<file path="src/rtl/yapay_zeka_denetleyici.sv">
// yapay_zeka_denetleyici: sequencer for the AI unit's data (veri) and weight (agirlik) banks.
//   Loads 1- or 2-word commands into either bank, runs an N-entry signed dot product
//   over both banks and returns the 32-bit result on a valid/ready handshake.
//   Ports:
//     clk_i, rst_i                      clock, synchronous active-high reset
//     buyruk_gecerli_i/buyruk_hazir_o   command handshake
//     buyruk_tip_i                      0 VERI_YUKLE, 1 AGIRLIK_YUKLE, 2 CALISTIR, 3 SIFIRLA
//     deger1_i, deger2_i, ikinci_gecerli_i  load words ([3:0] of deger1_i = N-1 for CALISTIR)
//     yaz1/yaz2_deger_o, *_yaz*_en_o    bank write words and enables
//     *_oku_en_o, *_deger_i             bank read-pointer advance and current read word
//     obek_sifirla_o                    clear to both banks
//     sonuc_o/sonuc_gecerli_o/sonuc_hazir_i  result handshake
//     hata_o                            sticky error flag
//   Macro YZ_DOYURMA_EN: saturating 64-bit-product accumulation instead of 32-bit wrap.
module yapay_zeka_denetleyici #(
    parameter int DERINLIK = 16
) (
    input  logic        clk_i,
    input  logic        rst_i,
    input  logic        buyruk_gecerli_i,
    output logic        buyruk_hazir_o,
    input  logic [1:0]  buyruk_tip_i,
    input  logic [31:0] deger1_i,
    input  logic [31:0] deger2_i,
    input  logic        ikinci_gecerli_i,
    output logic [31:0] yaz1_deger_o,
    output logic [31:0] yaz2_deger_o,
    output logic        veri_yaz1_en_o,
    output logic        veri_yaz2_en_o,
    output logic        agirlik_yaz1_en_o,
    output logic        agirlik_yaz2_en_o,
    output logic        veri_oku_en_o,
    output logic        agirlik_oku_en_o,
    input  logic [31:0] veri_deger_i,
    input  logic [31:0] agirlik_deger_i,
    output logic        obek_sifirla_o,
    output logic [31:0] sonuc_o,
    output logic        sonuc_gecerli_o,
    input  logic        sonuc_hazir_i,
    output logic        hata_o
);
    localparam int AW = $clog2(DERINLIK);
    localparam int SW = $clog2(DERINLIK + 1);
    localparam logic [SW-1:0] DOLU = SW'(DERINLIK);

    typedef enum logic [1:0] {BOSTA, HESAPLA, SONUC, TEMIZLE} durum_t;
    durum_t durum, sonraki;

    logic [SW-1:0] veri_dolu, agirlik_dolu, sayac, n_kayit, n_yeni;
    logic [31:0]   acc, sonraki_acc;
    logic          hata;
    logic          kabul, veri_yukle, agirlik_yukle, calistir, sifirla;
    logic          yetersiz, veri_tasma, agirlik_tasma, son_adim;

    assign kabul         = buyruk_gecerli_i && durum == BOSTA;
    assign veri_yukle    = kabul && buyruk_tip_i == 2'd0;
    assign agirlik_yukle = kabul && buyruk_tip_i == 2'd1;
    assign calistir      = kabul && buyruk_tip_i == 2'd2;
    assign sifirla       = kabul && buyruk_tip_i == 2'd3;
    assign n_yeni        = SW'(deger1_i[AW-1:0]) + SW'(1);
    assign yetersiz      = n_yeni > veri_dolu || n_yeni > agirlik_dolu;
    assign son_adim      = durum == HESAPLA && sayac == SW'(1);

    // A full bank takes nothing; one slot left takes only the first word.
    assign veri_yaz1_en_o    = veri_yukle && veri_dolu != DOLU;
    assign veri_yaz2_en_o    = veri_yukle && ikinci_gecerli_i && veri_dolu < DOLU - SW'(1);
    assign agirlik_yaz1_en_o = agirlik_yukle && agirlik_dolu != DOLU;
    assign agirlik_yaz2_en_o = agirlik_yukle && ikinci_gecerli_i && agirlik_dolu < DOLU - SW'(1);
    assign veri_tasma        = veri_yukle && (veri_dolu == DOLU || (ikinci_gecerli_i && veri_dolu == DOLU - SW'(1)));
    assign agirlik_tasma     = agirlik_yukle && (agirlik_dolu == DOLU || (ikinci_gecerli_i && agirlik_dolu == DOLU - SW'(1)));

    assign yaz1_deger_o     = (veri_yukle || agirlik_yukle) ? deger1_i : '0;
    assign yaz2_deger_o     = (veri_yukle || agirlik_yukle) ? deger2_i : '0;
    assign buyruk_hazir_o   = durum == BOSTA;
    assign veri_oku_en_o    = durum == HESAPLA;
    assign agirlik_oku_en_o = durum == HESAPLA;
    assign obek_sifirla_o   = durum == TEMIZLE;
    assign sonuc_gecerli_o  = durum == SONUC;
    assign sonuc_o          = durum == SONUC ? acc : '0;
    assign hata_o           = hata;

`ifdef YZ_DOYURMA_EN
    logic               doymus, doymus_yeni;
    logic signed [63:0] carpim, genis;
    always_comb begin
        carpim      = $signed({{32{veri_deger_i[31]}}, veri_deger_i}) * $signed({{32{agirlik_deger_i[31]}}, agirlik_deger_i});
        genis       = $signed({{32{acc[31]}}, acc}) + carpim;
        doymus_yeni = doymus || genis > 64'sh0000_0000_7FFF_FFFF || genis < 64'shFFFF_FFFF_8000_0000;
        // Once clamped, the value is frozen until the next run.
        sonraki_acc = doymus ? acc :
                      genis > 64'sh0000_0000_7FFF_FFFF ? 32'h7FFF_FFFF :
                      genis < 64'shFFFF_FFFF_8000_0000 ? 32'h8000_0000 : genis[31:0];
    end
`else
    assign sonraki_acc = acc + 32'($signed(veri_deger_i) * $signed(agirlik_deger_i));
`endif

    always_comb begin
        sonraki = durum;
        case (durum)
            BOSTA:   sonraki = calistir ? (yetersiz ? SONUC : HESAPLA) : sifirla ? TEMIZLE : BOSTA;
            HESAPLA: sonraki = sayac == SW'(1) ? SONUC : HESAPLA;
            SONUC:   sonraki = sonuc_hazir_i ? BOSTA : SONUC;
            default: sonraki = BOSTA;
        endcase
    end

    always_ff @(posedge clk_i) begin
        if (rst_i) begin
            durum        <= BOSTA;
            veri_dolu    <= '0;
            agirlik_dolu <= '0;
            sayac        <= '0;
            n_kayit      <= '0;
            acc          <= '0;
            hata         <= 1'b0;
`ifdef YZ_DOYURMA_EN
            doymus       <= 1'b0;
`endif
        end else begin
            durum <= sonraki;
            // Clearing already on SIFIRLA accept keeps hata_o low during the TEMIZLE pulse.
            if (sifirla || durum == TEMIZLE) begin
                veri_dolu    <= '0;
                agirlik_dolu <= '0;
                acc          <= '0;
                hata         <= 1'b0;
            end else begin
                veri_dolu    <= veri_dolu + SW'(veri_yaz1_en_o) + SW'(veri_yaz2_en_o) - (son_adim ? n_kayit : '0);
                agirlik_dolu <= agirlik_dolu + SW'(agirlik_yaz1_en_o) + SW'(agirlik_yaz2_en_o) - (son_adim ? n_kayit : '0);
                if (veri_tasma || agirlik_tasma || (calistir && yetersiz))
                    hata <= 1'b1;
                if (calistir) begin
                    acc     <= '0;
                    sayac   <= n_yeni;
                    n_kayit <= n_yeni;
`ifdef YZ_DOYURMA_EN
                    doymus  <= 1'b0;
`endif
                end else if (durum == HESAPLA) begin
                    acc     <= sonraki_acc;
                    sayac   <= sayac - SW'(1);
`ifdef YZ_DOYURMA_EN
                    doymus  <= doymus_yeni;
`endif
                end
            end
        end
    end
endmodule

</file>
<file path="config.mk">
export PLATFORM = sky130hd
export DESIGN_NAME = yapay_zeka_denetleyici
export DESIGN_NICKNAME = d
export VERILOG_FILES = /design/src/rtl/yapay_zeka_denetleyici.sv
export SDC_FILE = /design/constraint.sdc
export NUM_CORES = 1
export LEC_CHECK = 0
export ABC_AREA = 1
export BUFFER_PORTS_ARGS = -buffer_cell sky130_fd_sc_hd__clkbuf_2
export CORE_UTILIZATION = 35
export DETAILED_ROUTE_END_ITERATION = 16
export SYNTH_ARGS = -nofsm -noshare
export SYNTH_HDL_FRONTEND = slang
export SYNTH_SLANG_ARGS = --single-unit
</file>
<file path="constraint.sdc">
create_clock -name clk_i -period 7.6 [get_ports clk_i]
set_clock_uncertainty 0.1 [all_clocks]
set_input_delay 0.38 -clock clk_i [delete_from_list [all_inputs] [get_ports clk_i]]
set_output_delay 0.38 -clock clk_i [all_outputs]
set_load 0.1 [all_outputs]
</file>
After elaboration in Yosys (flattened, before gate mapping)
Cells that the tools add are included.
{"block": "classes", "addsub": 9, "multipliers": 1, "div": 0, "n_lt_le_gt_ge": 4, "eq_ne": 13, "n_shift": 0, "mux": 12, "bitwise_logic": 1, "reduce_logical": 31}
{"operator": "32-bit 2-to-1 mux", "count": 3}
{"operator": "32-bit adder", "count": 1}
{"operator": "32-bit by 32-bit multiplier with 32-bit output", "count": 1}
{"operator": "5-bit by 1-bit adder with 5-bit output", "count": 4}
{"operator": "1-bit logical AND", "count": 17}
{"operator": "5-bit 2-to-1 mux", "count": 3}
{"operator": "5-bit by 4-bit equality test with 1-bit output, second input constant", "count": 2}
{"operator": "5-bit equality test, second input constant", "count": 2}
{"operator": "5-bit greater-than comparator", "count": 2}
{"operator": "5-bit by 4-bit < comparator with 1-bit output, second input constant", "count": 2}
{"operator": "2-bit 2-to-1 mux", "count": 5}
{"operator": "5-bit inequality test, second input constant", "count": 2}
{"operator": "5-bit subtractor", "count": 2}
{"operator": "2-bit equality test, second input constant", "count": 4}
{"operator": "1-bit logical OR", "count": 7}
{"operator": "2-bit one-hot mux with 3 select lines", "count": 1}
{"operator": "4-bit by 1-bit adder with 5-bit output, second input constant", "count": 1}
{"operator": "5-bit by 1-bit equality test with 1-bit output, second input constant", "count": 1}
{"operator": "5-bit by 1-bit subtractor with 5-bit output, second input constant", "count": 1}
{"operator": "2-bit by 1-bit equality test with 1-bit output, second input constant", "count": 2}
{"operator": "2-bit zero test", "count": 2}
{"operator": "2-bit AND reduction", "count": 2}
{"operator": "3-bit OR reduction", "count": 1}
{"operator": "2-bit nonzero test", "count": 1}
{"operator": "other kinds (2)", "count": 2}
{"block": "totals", "ff_bits": 55, "latch_bits": 0, "ramBits": 0, "mem_bits_ro": 0, "in_bits": 135, "output_inout_bits": 106, "elab_cells": 78, "memories": 0}

Depth between registers and ports, before layout
{"block": "depth", "word_depth": 7, "ltp_mapped": 35, "depth_no_buf": 33}

Worst setup path after synthesis
No wires, ideal clock.
{"block": "synth_path", "path_kind": "reg2reg", "start": "register durum[1]", "end": "register veri_dolu[4]", "setup_ps": 71, "arrival_ps": 6596, "t_required_ps": 7429, "path_slack_ps": 833, "stages_incl_launch_ff": 17, "n_path_buf": 0, "synth_period_minus_slack_ps": 6767, "cell_sequence": "dfxtp_1 > nor2_2 > nand2_1 > nor2_1 > inv_1 > nor2_1 > inv_1 > nor4_1 > inv_1 > ha_1 > inv_1 > fa_1 > fa_1 > a31oi_1 > xor2_1 > or2_2 > a21oi_1"}
{"block": "synth_between", "elab_chain_cells": 7, "word_cells_on_any_way": 16, "cone_classes": "3 x add/sub; 2 x eq/ne; 1 x mux; 10 x reduce/logical"}
{"item": "start, declared", "line_no": "47", "rtl": "durum_t durum, sonraki;"}
{"item": "start signal, assigned", "line_no": "121", "rtl": "durum <= sonraki;"}
{"item": "2-bit zero test"}
{"item": "named net buyruk_hazir_o", "line_no": "21", "rtl": "output logic buyruk_hazir_o,"}
{"item": "1-bit logical AND", "line_no": "55", "rtl": "assign kabul = buyruk_gecerli_i && durum == BOSTA;"}
{"item": "1-bit logical AND", "line_no": "56", "rtl": "assign veri_yukle = kabul && buyruk_tip_i == 2'd0;"}
{"item": "1-bit logical AND (2 in series)", "line_no": "66", "rtl": "assign veri_yaz2_en_o = veri_yukle && ikinci_gecerli_i && veri_dolu < DOLU - SW'(1);"}
{"item": "named net veri_yaz2_en_o", "line_no": "29", "rtl": "output logic veri_yaz2_en_o,"}
{"item": "5-bit by 1-bit adder with 5-bit output", "line_no": "129", "rtl": "veri_dolu <= veri_dolu + SW'(veri_yaz1_en_o) + SW'(veri_yaz2_en_o) - (son_adim ? n_kayit : '0);"}
{"item": "5-bit subtractor", "line_no": "129"}
{"item": "end signal, assigned", "line_no": "129"}
{"item": "end, declared", "line_no": "49", "rtl": "logic [SW-1:0] veri_dolu, agirlik_dolu, sayac, n_kayit, n_yeni;"}
The timed path passes the listed nets, and every way through them passes these cells.
A chain may end at the register's enable or synchronous reset.

Final worst setup path
{"block": "layout_path", "start": "input agirlik_deger_i[0]", "end": "register acc[27]"}
{"block": "layout_between", "elab_chain_cells": 2}
{"item": "start, declared", "line_no": "35", "rtl": "input logic [31:0] agirlik_deger_i,"}
{"item": "32-bit by 32-bit multiplier with 32-bit output", "line_no": "95", "rtl": "assign sonraki_acc = acc + 32'($signed(veri_deger_i) * $signed(agirlik_deger_i));"}
{"item": "32-bit adder", "line_no": "95"}
{"item": "end signal, assigned", "line_no": "141", "rtl": "acc <= sonraki_acc;"}
{"item": "end, declared", "line_no": "50", "rtl": "logic [31:0] acc, sonraki_acc;"}
No other way between the ends.

==> impl_metrics.env <==
export IMPL_post_synth_cell_area_avg_sq_um=7.192
export IMPL_postCtsSetupRepairBufs=0
export IMPL_syn_nets=3804
export IMPL_finalCriticalPeriod_ns=7.025
export IMPL_path_class="primary input to flop"
export IMPL_r2r_start="acc[22]"
export IMPL_cp_end_kind="flop"
export IMPL_area_growth_pct=10.82
export IMPL_ctsRootBufferMaster="clkbuf_16"
export IMPL_overflow=0
export IMPL_place_area_sq_um=24140
export IMPL_hp_class="primary input to flop"
export IMPL_synth_fa_ha_area_share_pct=50.51
export IMPL_cts_hold_buf=0
export IMPL_max_cap_viol_count=0
export IMPL_cts_sinks=55
export IMPL_setup_viol_count_final=0
export IMPL_initial_core_util_pct=35.47
export IMPL_critPathLaunchType="primary input"
export IMPL_slowest_delay_ns=0.56
export IMPL_cts_resized=0
export IMPL_synth_warnings=0
export IMPL_synth_ff_type="dfxtp_1"
export IMPL_cp_top_family="adder cells"
export IMPL_drc=0
export IMPL_clk_latency_ns=0.32
export IMPL_hold_viol=0
export IMPL_vias_per_cell=4.484
export IMPL_cts_tree="done"
export IMPL_synth_edf_count=0
export IMPL_yosysTopAreaCell="fa_1"
export IMPL_grt_use_total_pct=21.11
export IMPL_die_width_um=252.3
export IMPL_finalInstanceArea_sq_um=24300
export IMPL_worst_hold_startpoint="rst_i"
export IMPL_maxClockFrequency_mhz=142.3
export IMPL_async_flop_share_pct=0
export IMPL_die_h_um=252.3
export IMPL_hold_end="durum[0]"
export IMPL_synth_top_cell_area_share_pct=40.35
export IMPL_crit_required_ns=7.76
export IMPL_dieArea_sq_um=63660
export IMPL_placed_cells=4056
export IMPL_critPathMaxFanout=25
export IMPL_grt_pass1_vias=18635
export IMPL_mappedNetlistArea_sq_um=21930
export IMPL_gp_congestion=0.9317
export IMPL_layout_nets=3981
export IMPL_synth_cell_type_count=52
export IMPL_synth_top_family_by_area="adder cells"
export IMPL_ys_seq_area_share_pct=5.021
export IMPL_synthTopCellsByArea="fa_1 40%, inv_1 18%, nand2_1 13%, ha_1 10%, dfxtp_1 5.0%"
export IMPL_synth_simple_area_share_pct=18.31
export IMPL_port_buffers=240
export IMPL_wl_mm=64.71
export IMPL_core_sq_um=61830
export IMPL_period_share_pct=92.44
export IMPL_syn_inst=3049
export IMPL_synth_ff_latch_count=55
export IMPL_hold_depth=2
export IMPL_cp_slowest_cell="fa_1"
export IMPL_drive_gt1_share_pct=10.78
export IMPL_worstMarginPinSlew_ns=0.7921
export IMPL_h_tree_depth=2
export IMPL_vias=18227
export IMPL_critPathBufInv=7
export IMPL_cts_buffers=5
export IMPL_clk_pin_slew_ns=0.09
export IMPL_finalMaxSlewViolations=0
export IMPL_fin_util_pct=39.30
export IMPL_wl_per_cell_um=15.92
export IMPL_drt_antenna_violating_nets=0
export IMPL_boundaryPins=241
export IMPL_r2r_end="acc[27]"
export IMPL_drt_initial_drc_count=1233
export IMPL_synth_compound_area_share_pct=4.382
export IMPL_rsz0062_at_grt="no"
export IMPL_relSlewSlack_pct=47.19
export IMPL_rows=91
export IMPL_dp_final_hpwl_mm=55.63
export IMPL_fin_cells=4065
export IMPL_synth_area_mux_share_pct=0
export IMPL_cp_common_cell="fa_1"
export IMPL_worstRegToRegCells=22
export IMPL_clockBufferDepth=2
export IMPL_grt_max_degree=68
export IMPL_worst_ep_arrival_time_ns=7.18
export IMPL_reg2reg_slack_ns=0.94
export IMPL_antenna_found_initial=1
export IMPL_setup_tns_ns=0
export IMPL_grt_pass1_wl_mm=103.7
export IMPL_status="finished clean"
export IMPL_dr_pass1_iters=5
export IMPL_synth_xor_area_share_pct=1.546
export IMPL_worstPathCellList="clkbuf_2 -> buf_4 -> nand2_1 -> fa_1 -> fa_1 -> fa_1 -> fa_1 -> inv_1 -> fa_1 -> fa_1 -> fa_1 -> inv_1 -> fa_1 -> inv_1 -> ha_1 -> nand2_1 -> nor2_1 -> inv_1 -> nor3_1 -> nand4_1 -> a31o_2 -> nand3_1 -> o211ai_1 -> inv_1"
-- cell type report --
| cell class | instances | area, sq um |
|---|---|---|
| Clock buffer | 5 | 125.1 |
| Fill cell | 6487 | 37530 |
| Inverter | 1039 | 3900 |
| Sequential cell | 55 | 1101 |
| Timing Repair Buffer | 296 | 1697 |
| Clock inverter | 3 | 33.78 |
| Tap cell | 837 | 1047 |
| Antenna cell | 1 | 2.502 |
| Multi-Input combinational cell | 1829 | 16390 |
-- cell usage after synthesis (5+ instances only) --
| cell type | instances |
|---|---|
| o21ai_1 | 6 |
| nand4_1 | 12 |
| inv_2 | 10 |
| a21oi_2 | 5 |
| inv_1 | 1028 |
| buf_1 | 20 |
| o21bai_1 | 5 |
| xnor2_1 | 12 |
| o211ai_1 | 7 |
| buf_2 | 20 |
| nand2_1 | 753 |
| ha_1 | 178 |
| nand2_2 | 13 |
| a21o_1 | 7 |
| nor3_1 | 7 |
| nor2_1 | 150 |
| dfxtp_1 | 55 |
| fa_1 | 442 |
| o21ai_0 | 40 |
| a21oi_1 | 71 |
| xor2_1 | 23 |
| clkbuf_1 | 79 |
| nand3_1 | 56 |
-- worst max-delay path by stage --
stage                        from            to  slack, ns  depth (start not counted)
2_1_floorplan            durum[1]  veri_dolu[4]       0.83                         16
3_3_place_gp   agirlik_deger_i[0]       acc[27]       0.24                         24
3_5_place_dp   agirlik_deger_i[0]       acc[27]       0.25                         24
4_1_cts        agirlik_deger_i[0]       acc[27]       0.57                         24
5_1_grt        agirlik_deger_i[0]       acc[27]       0.26                         24
6_report       agirlik_deger_i[0]       acc[27]       0.57                         24
-- logic make-up (layout without fill, tap and decap cells) --
| logic type | Yosys count | in the layout |
|---|---|---|
| other | 0 | 1 |
| adder cells (fa/ha/maj) | 620 | 620 |
| XOR/XNOR | 37 | 37 |
| flip-flops | 55 | 55 |
| AO/OA/AOI/OAI | 162 | 162 |
| buffers and inverters | 1165 | 1343 |
| AND/OR/NAND/NOR | 1010 | 1010 |
-- layer usage --
layer	track usage (%)	part of all wire, %	wire [um]	vias up
met2	34.88	46	29970	638
met5	0	0	0	-
li1	-	-	-	8833
met4	4.675	2.3	1456	0
met1	29.49	45	28870	8696
met3	2.513	6.8	4414	60
-- state kept, by name, indices dropped and copies added (netlist names) --
signal / cells
acc: 32
agirlik_dolu: 5
n_kayit: 5
sayac: 5
veri_dolu: 5
durum: 2
hata_o: 1
-- placed cells by master (no fill, tap or decap), drive strengths merged, types with 6 or more instances in the layout --
| cell type | count |
|---|---|
| buf | 56 |
| nand3 | 58 |
| a21oi | 76 |
| clkbuf | 245 |
| a21o | 7 |
| o211ai | 7 |
| inv | 1039 |
| nor2 | 153 |
| nand2 | 766 |
| dfxtp | 55 |
| ha | 178 |
| fa | 442 |
| o21bai | 6 |
| nor3 | 7 |
| xor2 | 23 |
| nand4 | 12 |
| xnor2 | 14 |
| o21ai | 47 |
-- through the flow --
stage	setup WS, ns	hold WS, ns
2_1_floorplan	0.8328	0.3407
3_3_place_gp	0.2360	0.3485
3_5_place_dp	0.2528	0.3557
4_1_cts	0.5700	0.2781
5_1_grt	0.2607	0.2919
6_report	0.5747	0.2974
Power is left out: the tool's default activity adds up to more than one toggle a clock period on the data nets, which glitch-free logic cannot reach.
